[config.mk]
export PLATFORM = sky130hd
export DESIGN_NAME = regfile_scoreboard_flat
export DESIGN_NICKNAME = d
export VERILOG_FILES = /design/src/rtl/regfile_scoreboard_if.sv /design/src/rtl/regfile_scoreboard.sv /design/src/flat_wrapper.sv
export SDC_FILE = /design/constraint.sdc
export NUM_CORES = 2
export LEC_CHECK = 0
export BUFFER_PORTS_ARGS = -buffer_cell sky130_fd_sc_hd__buf_2
export CAP_MARGIN = 20
export CORE_MARGIN = 1.5
export CORE_UTILIZATION = 68
export DETAILED_ROUTE_END_ITERATION = 7
export PLACE_DENSITY = 0.84
export SLEW_MARGIN = 25
export SYNTH_ARGS = -nofsm -noshare
export SYNTH_HDL_FRONTEND = slang
export SYNTH_SLANG_ARGS = --single-unit
[constraint.sdc]
create_clock -name clk -period 15.4 [get_ports clk]
set_input_delay 2.31 -clock clk [delete_from_list [all_inputs] [get_ports clk]]
set_output_delay 2.31 -clock clk [all_outputs]
set_load 0.03 [all_outputs]
[src/rtl/regfile_scoreboard_if.sv]
// Read-port interface for the register file: decode drives addr, the register
// file returns the (possibly bypassed) operand value on val.
interface regfile_read_if #(
    parameter int XLEN = 32
);
    logic [4:0]      addr;
    logic [XLEN-1:0] val;

    modport Server (input addr, output val);
    modport Client (output addr, input val);
endinterface

[src/rtl/regfile_scoreboard.sv]
// Architectural register file with per-register busy scoreboard, two
// combinational read ports with writeback bypass, and a sticky protocol error.
module regfile_scoreboard #(
    parameter int XLEN  = 32,
    parameter int NREGS = 32
) (
    input  logic              clk,
    input  logic              rst,
    regfile_read_if.Server    read0,
    regfile_read_if.Server    read1,
    output logic              busy0,
    output logic              busy1,
    input  logic              wr_valid,
    input  logic [4:0]        wr_addr,
    input  logic [XLEN-1:0]   wr_data,
    input  logic              rsv_valid,
    input  logic [4:0]        rsv_addr,
    input  logic              flush,
    output logic [5:0]        busy_count,
    output logic              err
);

    // Addresses at or beyond NREGS are treated as nonexistent registers.
    function automatic logic in_range(input logic [4:0] a);
        return ({1'b0, a} < 6'(NREGS));
    endfunction

    function automatic logic [5:0] popcount(input logic [NREGS-1:0] v);
        logic [5:0] c;
        c = 6'd0;
        for (int i = 0; i < NREGS; i++) begin
            c = c + {5'd0, v[i]};
        end
        return c;
    endfunction

    logic [XLEN-1:0]  data_q [NREGS];
    logic [XLEN-1:0]  data_d [NREGS];
    logic [NREGS-1:0] busy_q;
    logic [NREGS-1:0] busy_d;
    logic [5:0]       busy_count_q;
    logic [5:0]       busy_count_d;
    logic             err_q;
    logic             err_d;

    logic             wr_en_s;
    logic             rsv_en_s;
    logic             rsv_conflict_s;
    logic             wr_unreserved_s;

    // Qualify write and reserve requests; x0 and out-of-range targets are ignored.
    always_comb begin
        wr_en_s  = wr_valid  && (wr_addr  != 5'd0) && in_range(wr_addr);
        rsv_en_s = rsv_valid && (rsv_addr != 5'd0) && in_range(rsv_addr);
    end

    // Read port 0: bypass a same-cycle write, since that value is available now.
    always_comb begin
        read0.val = {XLEN{1'b0}};
        busy0     = 1'b0;
        if (wr_en_s && (wr_addr == read0.addr)) begin
            read0.val = wr_data;
            busy0     = 1'b0;
        end else if (in_range(read0.addr)) begin
            read0.val = data_q[read0.addr];
            busy0     = busy_q[read0.addr];
        end else begin
            read0.val = {XLEN{1'b0}};
            busy0     = 1'b0;
        end
    end

    // Read port 1: identical to port 0 and fully independent of it.
    always_comb begin
        read1.val = {XLEN{1'b0}};
        busy1     = 1'b0;
        if (wr_en_s && (wr_addr == read1.addr)) begin
            read1.val = wr_data;
            busy1     = 1'b0;
        end else if (in_range(read1.addr)) begin
            read1.val = data_q[read1.addr];
            busy1     = busy_q[read1.addr];
        end else begin
            read1.val = {XLEN{1'b0}};
            busy1     = 1'b0;
        end
    end

    // Next data and busy state; flush beats reserve, reserve beats write-clear.
    always_comb begin
        for (int i = 0; i < NREGS; i++) begin
            data_d[i] = data_q[i];
            busy_d[i] = busy_q[i];
            if (i == 0) begin
                data_d[i] = {XLEN{1'b0}};
                busy_d[i] = 1'b0;
            end else begin
                if (wr_en_s && (wr_addr == 5'(i))) begin
                    data_d[i] = wr_data;
                end else begin
                    data_d[i] = data_q[i];
                end
                if (flush) begin
                    busy_d[i] = 1'b0;
                end else if (rsv_en_s && (rsv_addr == 5'(i))) begin
                    busy_d[i] = 1'b1;
                end else if (wr_en_s && (wr_addr == 5'(i))) begin
                    busy_d[i] = 1'b0;
                end else begin
                    busy_d[i] = busy_q[i];
                end
            end
        end
        busy_count_d = popcount(busy_d);
    end

    // Protocol checks: double reservation, or writeback to an unreserved register.
    always_comb begin
        rsv_conflict_s  = rsv_en_s && !flush && busy_q[rsv_addr] &&
                          !(wr_en_s && (wr_addr == rsv_addr));
        wr_unreserved_s = wr_en_s && !busy_q[wr_addr];
        if (rsv_conflict_s || wr_unreserved_s) begin
            err_d = 1'b1;
        end else begin
            err_d = err_q;
        end
    end

    // State registers with synchronous reset overriding every other request.
    always_ff @(posedge clk) begin
        if (rst) begin
            for (int i = 0; i < NREGS; i++) begin
                data_q[i] <= {XLEN{1'b0}};
            end
            busy_q       <= {NREGS{1'b0}};
            busy_count_q <= 6'd0;
            err_q        <= 1'b0;
        end else begin
            data_q       <= data_d;
            busy_q       <= busy_d;
            busy_count_q <= busy_count_d;
            err_q        <= err_d;
        end
    end

    assign busy_count = busy_count_q;
    assign err        = err_q;

endmodule

[src/flat_wrapper.sv]
// flat-port wrapper written by rule: the top's interface ports become plain ports
module regfile_scoreboard_flat 
#(
    parameter int XLEN  = 32,
    parameter int NREGS = 32
)
  (clk, rst, busy0, busy1, wr_valid, wr_addr, wr_data, rsv_valid, rsv_addr, flush, busy_count, err, read0_addr, read0_val, read1_addr, read1_val);
  regfile_read_if #(.XLEN(XLEN)) read0_i ();
  regfile_read_if #(.XLEN(XLEN)) read1_i ();
  input  logic clk;
  input  logic rst;
  output logic busy0;
  output logic busy1;
  input  logic wr_valid;
  input  logic [4:0] wr_addr;
  input  logic [XLEN-1:0] wr_data;
  input  logic rsv_valid;
  input  logic [4:0] rsv_addr;
  input  logic flush;
  output logic [5:0] busy_count;
  output logic err;
  input wire logic [$bits(read0_i.addr)-1:0] read0_addr;
  output wire logic [$bits(read0_i.val)-1:0] read0_val;
  input wire logic [$bits(read1_i.addr)-1:0] read1_addr;
  output wire logic [$bits(read1_i.val)-1:0] read1_val;
  assign read0_i.addr = read0_addr;
  assign read0_val = read0_i.val;
  assign read1_i.addr = read1_addr;
  assign read1_val = read1_i.val;
  regfile_scoreboard #(.XLEN(XLEN), .NREGS(NREGS)) u_core (.clk(clk), .rst(rst), .read0(read0_i), .read1(read1_i), .busy0(busy0), .busy1(busy1), .wr_valid(wr_valid), .wr_addr(wr_addr), .wr_data(wr_data), .rsv_valid(rsv_valid), .rsv_addr(rsv_addr), .flush(flush), .busy_count(busy_count), .err(err));
endmodule
[After elaboration in Yosys (flattened, before gate mapping)]
Index checks and enable logic that the tools add are counted.
Storage, ports and cells
  RAM bits: 0
  memories: 0
  latch bits: 0
  register bits after elaboration: 1063
  bits in read-only memories: 0
  word-level logic and storage cells: 327
  input bits: 57
Cells by class
  reductions and logical operators: 77
  bitwise gates (word level): 2
  multiplexer cells: 111
  $mul: 0
  eq/ne operators: 65
  shift operators: 0
  div/mod/pow operators: 0
  add/subtract/negate cells: 30
  order comparisons: 6
Operator list (number)
  32-bit binary-select mux with 5-bit select: 2
  32-bit 2-to-1 mux: 6
  6-bit by 1-bit adder with 6-bit output: 29
  5-bit == test, second input constant: 32
  1-bit 2-to-1 mux: 99
  5-bit by 4-bit == test with 1-bit output, second input constant: 16
  1-bit logical AND: 71
  5-bit by 3-bit == test with 1-bit output, second input constant: 8
  5-bit by 6-bit less-than comparator with 1-bit output, second input constant: 4
  1-bit binary-select mux with 5-bit select: 4
  5-bit by 2-bit == test with 1-bit output, second input constant: 4
  5-bit == test: 3
  6-bit >= comparator, second input constant: 2
  5-bit NOT with 6-bit output: 2
  5-bit by 1-bit == test with 1-bit output, second input constant: 2
  5-bit nonzero test: 2
  1-bit logical NOT: 3
  1-bit by 1-bit adder with 2-bit output: 1
  1-bit logical OR: 1

[Depth between registers and ports, before layout]
  depth after elaboration: 36
  gate-level depth with buffers: 27

[Worst setup path before layout]
No wires, ideal clock.
  kind: input-to-reg
  start point: input port wr_addr[3]
  end point: register u_core.busy_count_q[4], in the netlist u_core.busy_count[4]
  data arrival time: 7.843 ns
  library setup time: 0.128 ns
  stages on the path: 27
  slack: 7.429 ns
  path buffers: 2
  path through: buf_2 clkbuf_1 nor4b_1 nand2_1 a22oi_1 nor2_1 ha_1 inv_1 fa_1 inv_1 fa_1 inv_1 fa_1 fa_1 inv_1 fa_1 inv_1 fa_1 inv_1 ha_1 inv_1 fa_1 inv_1 a21o_1 a21oi_1 xor2_1 nor2_1
On the way
  cells in the longest elaborated chain, start to end: 36
  elaborated cells on any way between the ends: 187
Ends and longest elaborated chain
  start: declaration: RTL line flat_wrapper.sv:15  | input logic [4:0] wr_addr;
  5-bit nonzero test: RTL line regfile_scoreboard.sv:53  | wr_en_s = wr_valid && (wr_addr != 5'd0) && in_range(wr_addr);
  1-bit logical AND: RTL line regfile_scoreboard.sv:53
  1-bit logical AND (*): RTL line regfile_scoreboard.sv:107  | end else if (wr_en_s && (wr_addr == 5'(i))) begin
  1-bit 2-to-1 mux (*): RTL line regfile_scoreboard.sv:107
  1-bit 2-to-1 mux (*): RTL line regfile_scoreboard.sv:105  | end else if (rsv_en_s && (rsv_addr == 5'(i))) begin
  1-bit 2-to-1 mux (*): RTL line regfile_scoreboard.sv:103  | if (flush) begin
  net u_core.busy_d[2]: RTL line regfile_scoreboard.sv:40  | logic [NREGS-1:0] busy_d;
  1-bit by 1-bit adder with 2-bit output (*): RTL line regfile_scoreboard.sv:32  | c = c + {5'd0, v[i]};
  6-bit by 1-bit adder with 6-bit output (*) (29 in series): RTL line regfile_scoreboard.sv:32
  end signal: assignment: RTL line regfile_scoreboard.sv:141  | busy_count_q <= busy_count_d;
  end: declaration: RTL line regfile_scoreboard.sv:41  | logic [5:0] busy_count_q;
The timed path passes the listed nets; every way through them passes the cells marked *.
A chain may end at the register's enable or synchronous reset.

[Worst setup path after layout]
  start point: input port wr_addr[0]
  end point: register u_core.busy_count_q[4], in the netlist u_core.busy_count[4]
Same word-level chain as after synthesis.

==> impl_metrics.toml <==
[run_status]
status = "completed"

[cts]
cts_resized = 0
post_cts_buffers = 0
clock-sinks = 1030
htreeDepth = 3
path_clk_slew_ns = 0.06
cts_tree = "done"
clock_latency_ns = 0.68
clock_path_buffers = 3
cts_buffers = 103
cts_root_buffer = "clkbuf_16"
cts_hold_buffers = 0

[floorplan]
die_area_um2 = 81300
die_y_um = 285
initial_core_util = 0.686
die_w_um = 285
rows = 103
io_pins = 130
core_area_um2 = 78900

[pwr]
p_sw_uw = 1510
power.combinational.fraction = 0.083
p_sw_frac = 0.256
p_int_uw = 4370
power.share.clock = 0.458
power.share.sequential = 0.459
p_per_area_nw_per_um2 = 101
p_leak_uw = 0.0188
vdd_drop_max_uv = 91.5

[detailed_routing]
final_antenna_net_count = 0
drt-total-wl_mm = 192
wire_per_inst_um = 28.7
drc = 0
dr.pass1.iters = 7
drt_iter0_markers = 9447
vias = 49300
via_per_inst = 7.36

[global_routing]
grt_pass1_wl_mm = 286
grt_util_met1 = 0.560
use_met2 = 0.670
grt_pass1_vias = 48000
grt_max_degree = 239
track_usage = 0.464
global_route.peak_usage_layer = "met2"
grt-ovfl-total = 0
antenna_found_initial = 10
grt_use_met3 = 0.170

[synthesis]
synth_ff_type = "dfxtp_1"
yosysMostFrequentCell = "nand2_1"
ys_seq_area_frac = 0.381
synth.distinct_cells = 51
ys_async_sr_fraction = 0
avgSynthCellArea_um2 = 9.29
synthCells = 5830
yosys.area.top_type = "dfxtp_1"
synth_top_area_frac = 0.381
synth_enable_flop_cells = 0
yosysWarningCount = 0
synthesis.area_um2 = 54100
netlist_top_cells_area = "dfxtp_1 (38%), mux4_2 (25%), nand2_1 (14%), a21oi_1 (9.2%), clkbuf_1 (3.3%)"
synth_fp_nets = 5919
netlist_top_cells_count = "nand2_1 (2024), dfxtp_1 (1030), a21oi_1 (995), mux4_2 (607), clkbuf_1 (479)"
ys_ff_latch = 1030

[setup_path]
crit_family = "adder cells"
worst-setup-path-type = "in -> reg"
required_ns = 15.93
critPathCaptureType = "flop"
crit_top_cell = "inv_1"
path_max_fanout = 33
crit_buf_inv = 9
startpoint_type = "input port"
r2r_setup_slack_ns = 9.97
cp_slowest_cell = "nand2_2"
crit_path_max_incr_delay_ns = 0.90
crit_arrival_ns = 9.48

[timing]
worst_pin_slew_ns = 1.23
setup_viol = 0
hold_ws_ns = 0.465
fmax_mhz = 112
hold_violations = 0
clock_skew_ns = 0.00656
slew_violations = 0
rsz0062_at_grt = "false"
min_period_over_period = 0.581
min_period_ns = 8.95
max_slew_margin = 0.180
tns_ns = 0

[layout]
nets = 5640
drive_gt1_frac = 0.207
syn2layout_area_growth_pct = 7.75
utilization = 0.740
fillers = 5112
design_area_um2 = 58300

[place]
routabilityCongestion = 1.02
port_buffers = 129
hpwl_mm = 105
place_area_um2 = 54600

[flow_run]
cap_violations = 0

[min_path]
hp-class = "reg -> reg"
==> metrics by stage <==
stage | instances | setup slack, ns | total power, uW
after CTS | 6688 | 6.59 | 5840
after floorplan | 5830 | 7.43 | 3090
final | 6697 | 6.45 | 5880
after detailed placement | 6495 | 5.96 | 3230
after global routing | 6695 | 6.28 | 5990
after global placement | 6494 | 6.05 | 3220
==> per-layer routing <==
layer	up-vias	part of all wire
met5	-	0.00088
met1	23100	0.31
met4	10	0.097
met3	1433	0.17
li1	19900	-
met2	4798	0.42
==> kinds of logic (layout without fill, tap and decap cells) <==
kind of cell,Yosys count,after routing,share of synthesized area
AND/OR/NAND/NOR,2259,2259,0.165
AO/OA/AOI/OAI,1171,1171,0.123
flip-flops,1030,1030,0.381
multiplexers,681,681,0.268
buffers and inverters,640,449,0.0506
adder cells (fa/ha/maj),32,32,0.0106
XOR/XNOR,17,17,0.00275
other,0,8,0
==> power by group through the flow <==
| stage | clock [uW] | combinational (uW) | sequential (uW) |
|---|---|---|---|
| 2_1_floorplan | 0 | 341 | 2750 |
| 3_3_place_gp | 0 | 463 | 2760 |
| 3_5_place_dp | 0 | 468 | 2760 |
| 4_1_cts | 2670 | 470 | 2700 |
| 5_1_grt | 2790 | 501 | 2700 |
| 6_report | 2690 | 490 | 2700 |
==> cells in the final DEF (no fill, tap or decap), types with 7 or more instances in the layout <==
| cell type | instances |
|---|---|
| ha_1 | 9 |
| nand2_2 | 31 |
| diode_2 | 8 |
| nand2_1 | 1993 |
| nor2b_1 | 10 |
| xnor2_1 | 9 |
| mux4_2 | 607 |
| clkbuf_8 | 25 |
| xor2_1 | 8 |
| nand2b_1 | 72 |
| mux2_2 | 69 |
| buf_4 | 81 |
| a22oi_1 | 24 |
| o221a_1 | 62 |
| clkbuf_1 | 15 |
| clkbuf_16 | 103 |
| or2_2 | 26 |
| fa_1 | 23 |
| a21oi_1 | 995 |
| buf_2 | 120 |
| nor2_1 | 53 |
| dfxtp_1 | 1030 |
| clkinv_2 | 23 |
| nor2_4 | 31 |
| buf_8 | 7 |
| bufinv_16 | 11 |
| inv_1 | 38 |
| a22o_1 | 66 |
==> sequential cells by signal, indices dropped and copies added (netlist names) <==
signal             flops
u_core.data_q        992
u_core.err             1
u_core.busy_count      6
u_core.busy_q         31
==> worst paths after layout <==
| path | cells after the start | end | startpoint |
|---|---|---|---|
| setup reg to reg | 23 | u_core.busy_count[4]$_SDFF_PP0_ | u_core.busy_q[1]$_SDFF_PP0_ |
| setup / recovery | 26 | u_core.busy_count[4]$_SDFF_PP0_ | wr_addr[0] |
| hold reg to reg | 2 | u_core.data_q[114]$_SDFFE_PP0P_ | u_core.data_q[114]$_SDFFE_PP0P_ |
| hold / removal | 2 | u_core.data_q[114]$_SDFFE_PP0P_ | u_core.data_q[114]$_SDFFE_PP0P_ |
==> worst register-to-register path, delay by kind of cell (launching register included) <==
family / cells / cell delay [ns]
AOI/OAI and AO/OA: 3 / 0.43
xor gates and xnor gates: 1 / 0.13
adders and majority gates: 9 / 3.71
buffers and inverters: 8 / 0.45
DFF: 1 / 0.38
and+or+nand+nor: 2 / 0.17
==> area by class of cell <==
cell class | count | area [um^2] | area share
Multi-Input combinational cell | 4160 | 31100 | 0.533
Sequential cell | 1030 | 20600 | 0.354
Clock buffer | 143 | 2980 | 0.0511
Timing Repair Buffer | 218 | 1500 | 0.0256
Tap cell | 1050 | 1310 | 0.0225
Clock inverter | 50 | 654 | 0.0112
Inverter | 38 | 143 | 0.00245
Antenna cell | 8 | 20.0 | 0.000343
(Power assumes the default switching activity.)
